**config.mk**
```make
export PLATFORM = sky130hd
export DESIGN_NAME = signed_divider_nbym
export DESIGN_NICKNAME = d
export VERILOG_FILES = /design/src/rtl/signed_divider_nbym.sv
export SDC_FILE = /design/constraint.sdc
export NUM_CORES = 1
export LEC_CHECK = 0
export ABC_AREA = 1
export CAP_MARGIN = 20
export CORE_AREA = 2 2 114 116
export CTS_CLUSTER_SIZE = 12
export DETAILED_ROUTE_END_ITERATION = 7
export DIE_AREA = 0 0 116 118
export GPL_TIMING_DRIVEN = 0
export PLACE_DENSITY = 0.95
export SETUP_SLACK_MARGIN = 0.5
export SLEW_MARGIN = 10
export SYNTH_ARGS = -nofsm -noshare
export SYNTH_HDL_FRONTEND = slang
export SYNTH_SLANG_ARGS = --single-unit
```
**constraint.sdc**
```tcl
create_clock -name clk -period 3.1 [get_ports clk]
set_input_delay 0.62 -clock clk [delete_from_list [all_inputs] [get_ports clk]]
set_output_delay 0.62 -clock clk [all_outputs]
set_load 0.02 [all_outputs]
```
**src/rtl/signed_divider_nbym.sv**
```systemverilog
// Sequential signed 2N-by-N restoring divider with St/Done start-and-hold handshake.
// Optional macro DIV_EUCLID_EN selects Euclidean (non-negative remainder) results.
module signed_divider_nbym #(
   parameter int N = 16
) (
   input  logic           clk,
   input  logic           rst,
   input  logic           St,
   input  logic [2*N-1:0] Dvd,
   input  logic [N-1:0]   Dvs,
   output logic           Busy,
   output logic           Done,
   output logic           V,
   output logic [N-1:0]   Quo,
   output logic [N-1:0]   Rem
);

   localparam int CW = $clog2(N + 1);

   typedef enum logic [2:0] {
      S_IDLE  = 3'd0,
      S_CHECK = 3'd1,
      S_DIV   = 3'd2,
      S_FIX   = 3'd3,
      S_DONE  = 3'd4
   } state_t;

   localparam logic signed [N+1:0] QMAX = {3'b000, {(N-1){1'b1}}};
   localparam logic signed [N+1:0] QMIN = {3'b111, {(N-1){1'b0}}};
   localparam logic signed [N+1:0] ONE  = {{(N+1){1'b0}}, 1'b1};

   state_t state, next_state;

   logic [N:0]    prem;     // partial remainder, one guard bit
   logic [N-1:0]  qsr;      // low dividend bits shifting out, quotient bits shifting in
   logic [N-1:0]  dvs_mag;
   logic          sd, sv, ovf;
   logic [CW-1:0] cnt;

   logic [2*N-1:0]        dvd_abs;
   logic [N-1:0]          dvs_abs;
   logic                  check_ovf;
   logic [N:0]            shifted;
   logic [N+1:0]          trial;
   logic                  trial_neg;
   logic [N-1:0]          r_mag;
   logic signed [N+1:0]   q_val, q_fin;
   logic [N-1:0]          r_fin;
   logic                  fix_ovf;

   // NOTE: every signal driven here gets a default first so no latch is inferred.
   always_comb begin
      dvd_abs   = Dvd[2*N-1] ? (~Dvd + 1'b1) : Dvd;
      dvs_abs   = Dvs[N-1]   ? (~Dvs + 1'b1) : Dvs;
      check_ovf = (dvs_mag == '0) || (prem[N-1:0] >= dvs_mag);

      shifted   = {prem[N-1:0], qsr[N-1]};
      trial     = {1'b0, shifted} - {2'b00, dvs_mag};
      trial_neg = trial[N+1];

      r_mag = prem[N-1:0];
      q_val = (sd ^ sv) ? -$signed({2'b00, qsr}) : $signed({2'b00, qsr});
      q_fin = q_val;
      r_fin = sd ? (~r_mag + 1'b1) : r_mag;
`ifdef DIV_EUCLID_EN
      // Negative truncated remainder: move one divisor step toward -inf of Quo*sign(Dvs).
      if (sd && (r_mag != '0)) begin
         r_fin = dvs_mag - r_mag;
         q_fin = sv ? (q_val + ONE) : (q_val - ONE);
      end
`endif
      fix_ovf = ovf || (q_fin > QMAX) || (q_fin < QMIN);
   end

   always_comb begin
      next_state = state;
      case (state)
         S_IDLE:  if (St) next_state = S_CHECK;
         // Overflow also passes through FIX so that both paths register results there.
         S_CHECK: next_state = check_ovf ? S_FIX : S_DIV;
         S_DIV:   if (cnt == CW'(N - 1)) next_state = S_FIX;
         S_FIX:   next_state = S_DONE;
         S_DONE:  if (!St) next_state = S_IDLE;
         default: next_state = S_IDLE;
      endcase
   end

   // NOTE: sequential state uses non-blocking assignments only, so every flop
   // samples the pre-edge values regardless of statement order.
   always_ff @(posedge clk) begin
      if (rst) begin
         state   <= S_IDLE;
         Busy    <= 1'b0;
         Done    <= 1'b0;
         V       <= 1'b0;
         Quo     <= '0;
         Rem     <= '0;
         prem    <= '0;
         qsr     <= '0;
         dvs_mag <= '0;
         sd      <= 1'b0;
         sv      <= 1'b0;
         ovf     <= 1'b0;
         cnt     <= '0;
      end else begin
         state <= next_state;
         Busy  <= (next_state == S_CHECK) || (next_state == S_DIV) || (next_state == S_FIX);
         Done  <= (next_state == S_DONE);
         case (state)
            S_IDLE: if (St) begin
               prem    <= {1'b0, dvd_abs[2*N-1:N]};
               qsr     <= dvd_abs[N-1:0];
               dvs_mag <= dvs_abs;
               sd      <= Dvd[2*N-1];
               sv      <= Dvs[N-1];
               ovf     <= 1'b0;
               V       <= 1'b0;
            end
            S_CHECK: begin
               ovf <= check_ovf;
               cnt <= '0;
            end
            S_DIV: begin
               prem <= trial_neg ? shifted : trial[N:0];
               qsr  <= {qsr[N-2:0], ~trial_neg};
               cnt  <= cnt + 1'b1;
            end
            S_FIX: begin
               V   <= fix_ovf;
               Quo <= fix_ovf ? '0 : q_fin[N-1:0];
               Rem <= fix_ovf ? '0 : r_fin;
            end
            default: ;
         endcase
      end
   end

endmodule

```
**Yosys cells after proc, flatten, opt, wreduce, memory -nomap -nowiden**

Cells that the tools add are included.

- $add $sub $neg: 6
- Magnitude comparators: 3
- Equal/unequal tests: 10
- Multiplexer cells: 20
- Bitwise logic cells: 5
- Reduce and logical (&&, ||, !) cells: 15

Operators by type and width:

| cell | count |
|---|---|
| 2-to-1 mux 16 bit | 7 |
| case mux 16 bit (2 select lines) | 2 |
| adder 16 x 1 -> 16 bit, second input constant | 2 |
| adder 32 x 1 -> 32 bit, second input constant | 1 |
| 2-to-1 mux 32 bit | 1 |
| NOT 16 bit | 2 |
| NOT 32 bit | 1 |
| greater-than comparator 18 x 16 -> 1 bit, second input constant | 1 |
| < comparator 18 x 16 -> 1 bit, second input constant | 1 |
| 2-to-1 mux 18 bit | 1 |
| negation 16 -> 18 bit | 1 |
| subtractor 17 x 16 -> 18 bit | 1 |
| >= comparator 16 bit | 1 |
| logical NOT 16 bit | 1 |
| case mux 3 bit (5 select lines) | 1 |
| == test 3 x 2 -> 1 bit, second input constant | 4 |
| case mux 5 bit (2 select lines) | 1 |
| 2-to-1 mux 3 bit | 3 |
| AND reduction 2 bit | 4 |
| nonzero test 2 bit | 4 |
| == test 3 x 1 -> 1 bit, second input constant | 2 |
| == test 3 bit, second input constant | 2 |
| adder 5 x 1 -> 5 bit, second input constant | 1 |
| == test 5 x 4 -> 1 bit, second input constant | 1 |
| 7 further kinds | 13 |

- Register bits after elaboration: 94
- Output and inout bits: 35
- Word-level logic and storage cells: 72

**Depth between registers and ports, before layout**

- Depth after elaboration: 7
- Mapped depth: 16
- Mapped depth without buffers: 15

**Least setup slack after synthesis**

Ideal clock, no wire load.

- Path kind: register to register
- From: register qsr[15]
- To: register prem[8]
- Setup time: 110 ps
- Arrival: 1798 ps
- Required time: 2990 ps
- Path slack: 1192 ps
- Stages on the path, launching flop included: 14
- Buffers on the path: 0
- Cell sequence: dfxtp_1 -> inv_1 -> ha_1 -> fa_1 -> o21bai_1 -> nand2_1 -> nand2_1 -> nand2_1 -> nand2_1 -> nand2_1 -> nand3_1 -> nand3_1 -> nand2_1 -> inv_1

- Longest elaborated chain between the ends: 3

Ends and longest elaborated chain:

| item | line | source |
|---|---|---|
| from (decl) | 35 | `logic [N-1:0] qsr;` |
| from (signal assigned) | 112 | `qsr <= dvd_abs[N-1:0];` |
| from (signal assigned) | 125 | `qsr <= {qsr[N-2:0], ~trial_neg};` |
| subtractor 17 x 16 -> 18 bit | 58 | `trial = {1'b0, shifted} - {2'b00, dvs_mag};` |
| 2-to-1 mux 16 bit | 124 | `prem <= trial_neg ? shifted : trial[N:0];` |
| case mux 16 bit (2 select lines) | 109 | `case (state)` |
| to (signal assigned) | 111 | `prem <= {1'b0, dvd_abs[2*N-1:N]};` |
| to (signal assigned) | 124 |  |
| to (decl) | 34 | `logic [N:0] prem;` |

Every way passes these cells.
A chain may end at the register's enable or synchronous reset.

**Worst setup path in the final report**

- From: input port St
- To: register dvs_mag[0]

- Longest elaborated chain between the ends: 1

Ends and longest elaborated chain:

| item | line | source |
|---|---|---|
| from (decl) | 8 | `input logic St,` |
| AND reduction 2 bit (no source line) | -- |  |
| to (signal assigned) | 113 | `dvs_mag <= dvs_abs;` |
| to (decl) | 36 | `logic [N-1:0] dvs_mag;` |

Every way passes these cells.

==> results.ini <==
[critical_path]
path_cells = clkdlybuf4s50_1 > inv_1 > nor2_1 > nand2_1 > clkbuf_1 > clkbuf_1 > o21ai_0 > a21oi_1
crit_family = buffers and inverters
end_kind = register
path_buf_inv = 4
worstPathArrival_ns = 2.74
crit_path_max_incr_delay_ns = 0.57
path_common_cell = clkbuf_1
path_class = in2reg
required_ns = 3.38
slowest_stage = clkbuf_1
startpoint_type = primary input
cp_max_fo = 10

[place]
portBuffers = 84
dp_hpwl_mm = 19.4
place_area_sq_um = 8660
preCtsSetupSlack_ns = 0.295
gp_congestion = 0.975

[timing]
finalHoldViolCount = 0
period_needed_ns = 2.46
setup_viol = 0
finalSetupTns_ns = 0
fin_skew_ns = 0.0134
maxSlewViolCount = 0
rsz0062_at_grt = yes
fmax_mhz = 406
finalCritPeriodShare = 0.795
tightest_slew_ns = 0.910
setup_slack_ns = 0.637
maxSlewHeadroom = 0.390

[routing]
vias = 9030
drtIter0Drc = 1307
routed_via_density = 6.11
drcViolationCount = 101
drtAntennaViolNets = 0
firstDrtPassIters = 8
wl_per_cell_um = 17.2
wl_mm = 25.4

[synth]
syn-num-nets = 1297
synth_edf_count = 0
muxShareOfSynthArea = 0
synthXorXnorAreaFrac = 0.0449
synth_area_sq_um = 7600
synth_compound_gate_area_share = 0.161
synth_top_cell_area_share = 0.248
ys_ff_latch = 94
synth_simple_gate_area_share = 0.371
synth_seq_area_share = 0.248
synth.area.top_cells = dfxtp_1, nand2_1, nand3_1
synth_top_family_by_area = simple AND/OR/NAND/NOR gates
synth_cell_types = 47
ys.flop_type = dfxtp_1
synth_fa_ha_area_frac = 0.0652
yosys_warnings = 0
synth_top_area_cell = dfxtp_1
async_flop_share = 0
syn-mean-instance-area_sq_um = 6.30
synth_cells = 1207

[global_routing]
grt_max_degree = 20
grtUsageTotal = 0.370
grt_overflow_total = 0
grt_antenna_before_repair = 0
grt_pass1_vias = 8485
grt_pass1_wl_mm = 40.7

[floorplan]
row_count = 41
core_area_sq_um = 12400
ios = 86
die-area_sq_um = 13700
die_w_um = 116
start_util = 0.612
die_y_um = 118

[layout]
layout-drive-gt1-share = 0.0719
final_util = 0.722
syn_to_final_growth_pct = 18.0
diodes = 0
fin_area_sq_um = 8970
layout.nets = 1392

[clock_tree]
clock-sinks = 94
root_buffer = clkbuf_16
clkLatencyLatePin_ns = 0.36
path_clk_slew_ns = 0.08
cts_hold_buf = 0
numCtsBuffers = 9
cts_resized = 0
cts_tree = built
htree_levels = 3
post_cts_buffers = 0
clk_path_buf_depth = 2

[power]
p_switching_mw = 2.70
p_per_area_nw_per_um2 = 632
leakage_nw = 4.00
pwr-share-comb = 0.530
p_int_mw = 2.96
clockPowerShare = 0.201
power_frac_seq = 0.269
peakVddDrop_uv = 307
swShare = 0.477

[outcome]
failed_checks = DRC
status = finished, violations left

[run]
max_cap_violations = 0

[hold_path]
hold_class = reg2reg

cell type report:
class                      instances  area, sq um
tap                              172          215
multi-input combinational        909         4890
clock inverter                     7         80.1
timing repair buffer              84          841
inverter                         153          588
sequential                        94         1880
fill                             998         3450
buffer                            51          250
clock buffer                       9          225
sequential cells by signal, summed over array words and instances (netlist names):
register,flops
cnt,5
ovf,1
sd,1
Quo,16
Rem,16
V,1
Done,1
state,3
qsr,16
prem,16
dvs_mag,16
Busy,1
sv,1
power groups by stage:
stage               sequential, mW  clock (mW)  combinational, mW
global route                  1.53        1.16               3.27
global placement              1.53           0               2.76
CTS                           1.51        1.11               2.90
finish                        1.52        1.14               3.00
detailed placement            1.54           0               2.85
floorplan                     1.50           0               2.09
synth_stat cells (3+ instances only):
library cell and number:
nor2_1 117, clkbuf_1 29, inv_2 5, nand3_2 11, xnor2_1 8, buf_6 4, o221ai_1 3, nand4_1 39
buf_1 3, o21ai_0 65, inv_1 147, a21oi_1 83, nand3_1 113, nor2_2 4, nor3_1 11, o22ai_1 4
nand2_1 286, buf_2 11, a31oi_1 16, o211ai_1 5, nand4_2 6, xor2_1 31, o21bai_1 8, nor4_1 4
a21oi_2 12, ha_1 38, nand3b_1 8, buf_4 3, o21ai_1 7, or2_2 4, dfxtp_1 94, o31ai_1 4
nand2_2 7
kinds of logic (layout without fill, tap and decap cells):
kind of cell | after synthesis | in the layout
AOI/OAI and AO/OA | 214 | 214
and+or+nand+nor | 617 | 617
adders and majority gates | 39 | 39
DFF | 94 | 94
xor gates and xnor gates | 39 | 39
buffers and inverters | 204 | 304
stage by stage:
step           power, mW  hold slack, ns  std cells
2_1_floorplan       3.59           0.444       1207
3_3_place_gp        4.29           0.453       1463
3_5_place_dp        4.38           0.460       1463
4_1_cts             5.52           0.472       1479
5_1_grt             5.95           0.496       1479
6_report            5.66           0.472       1479
worst register-to-register path, delay by kind of cell (launching register included):
kind,cells,cell delay [ns]
and+or+nand+nor,3,1.30
buffers and inverters,2,0.53
DFF,1,0.36
AOI/OAI and AO/OA,1,0.12
per-layer routing:
layer / wire length (um) / global-route usage / vias up / part of all wire
met5: 0 / 0 / - / 0
met4: 1490 / 0.192 / 0 / 0.059
met3: 2730 / 0.0778 / 160 / 0.11
met2: 11200 / 0.575 / 606 / 0.44
met1: 9950 / 0.479 / 4060 / 0.39
li1: - / - / 4204 / -
worst paths after layout:
kind / start / end / slack [ns] / cells after the start
worst max register to register: state[2] / prem[15] / 0.66 / 6
worst min-delay path: Rem[10] / Rem[10] / 0.47 / 2
worst max-delay path: St / dvs_mag[0] / 0.64 / 8
worst min register to register: Rem[10] / Rem[10] / 0.47 / 2
cells in the final DEF (no fill, tap or decap), types with 3 or more instances in the layout:
master and n:
nand2_1 286, inv_1 147, nor2_1 115, nand3_1 113, dfxtp_1 94, clkdlybuf4s50_1 84, a21oi_1 83, o21ai_0 65
nand4_1 39, ha_1 38, xor2_1 31, clkbuf_1 29, a31oi_1 16, a21oi_2 12, nor3_1 11, nand3_2 11
buf_2 11, clkbuf_16 9, xnor2_1 8, nand3b_1 8, o21bai_1 8, nand2_2 7, o21ai_1 7, nor2_2 6
nand4_2 6, inv_2 5, o211ai_1 5, nor4_1 4, buf_6 4, or2_2 4, o31ai_1 4, o22ai_1 4
buf_1 3, o221ai_1 3, buf_4 3
(Power assumes the default switching activity.)
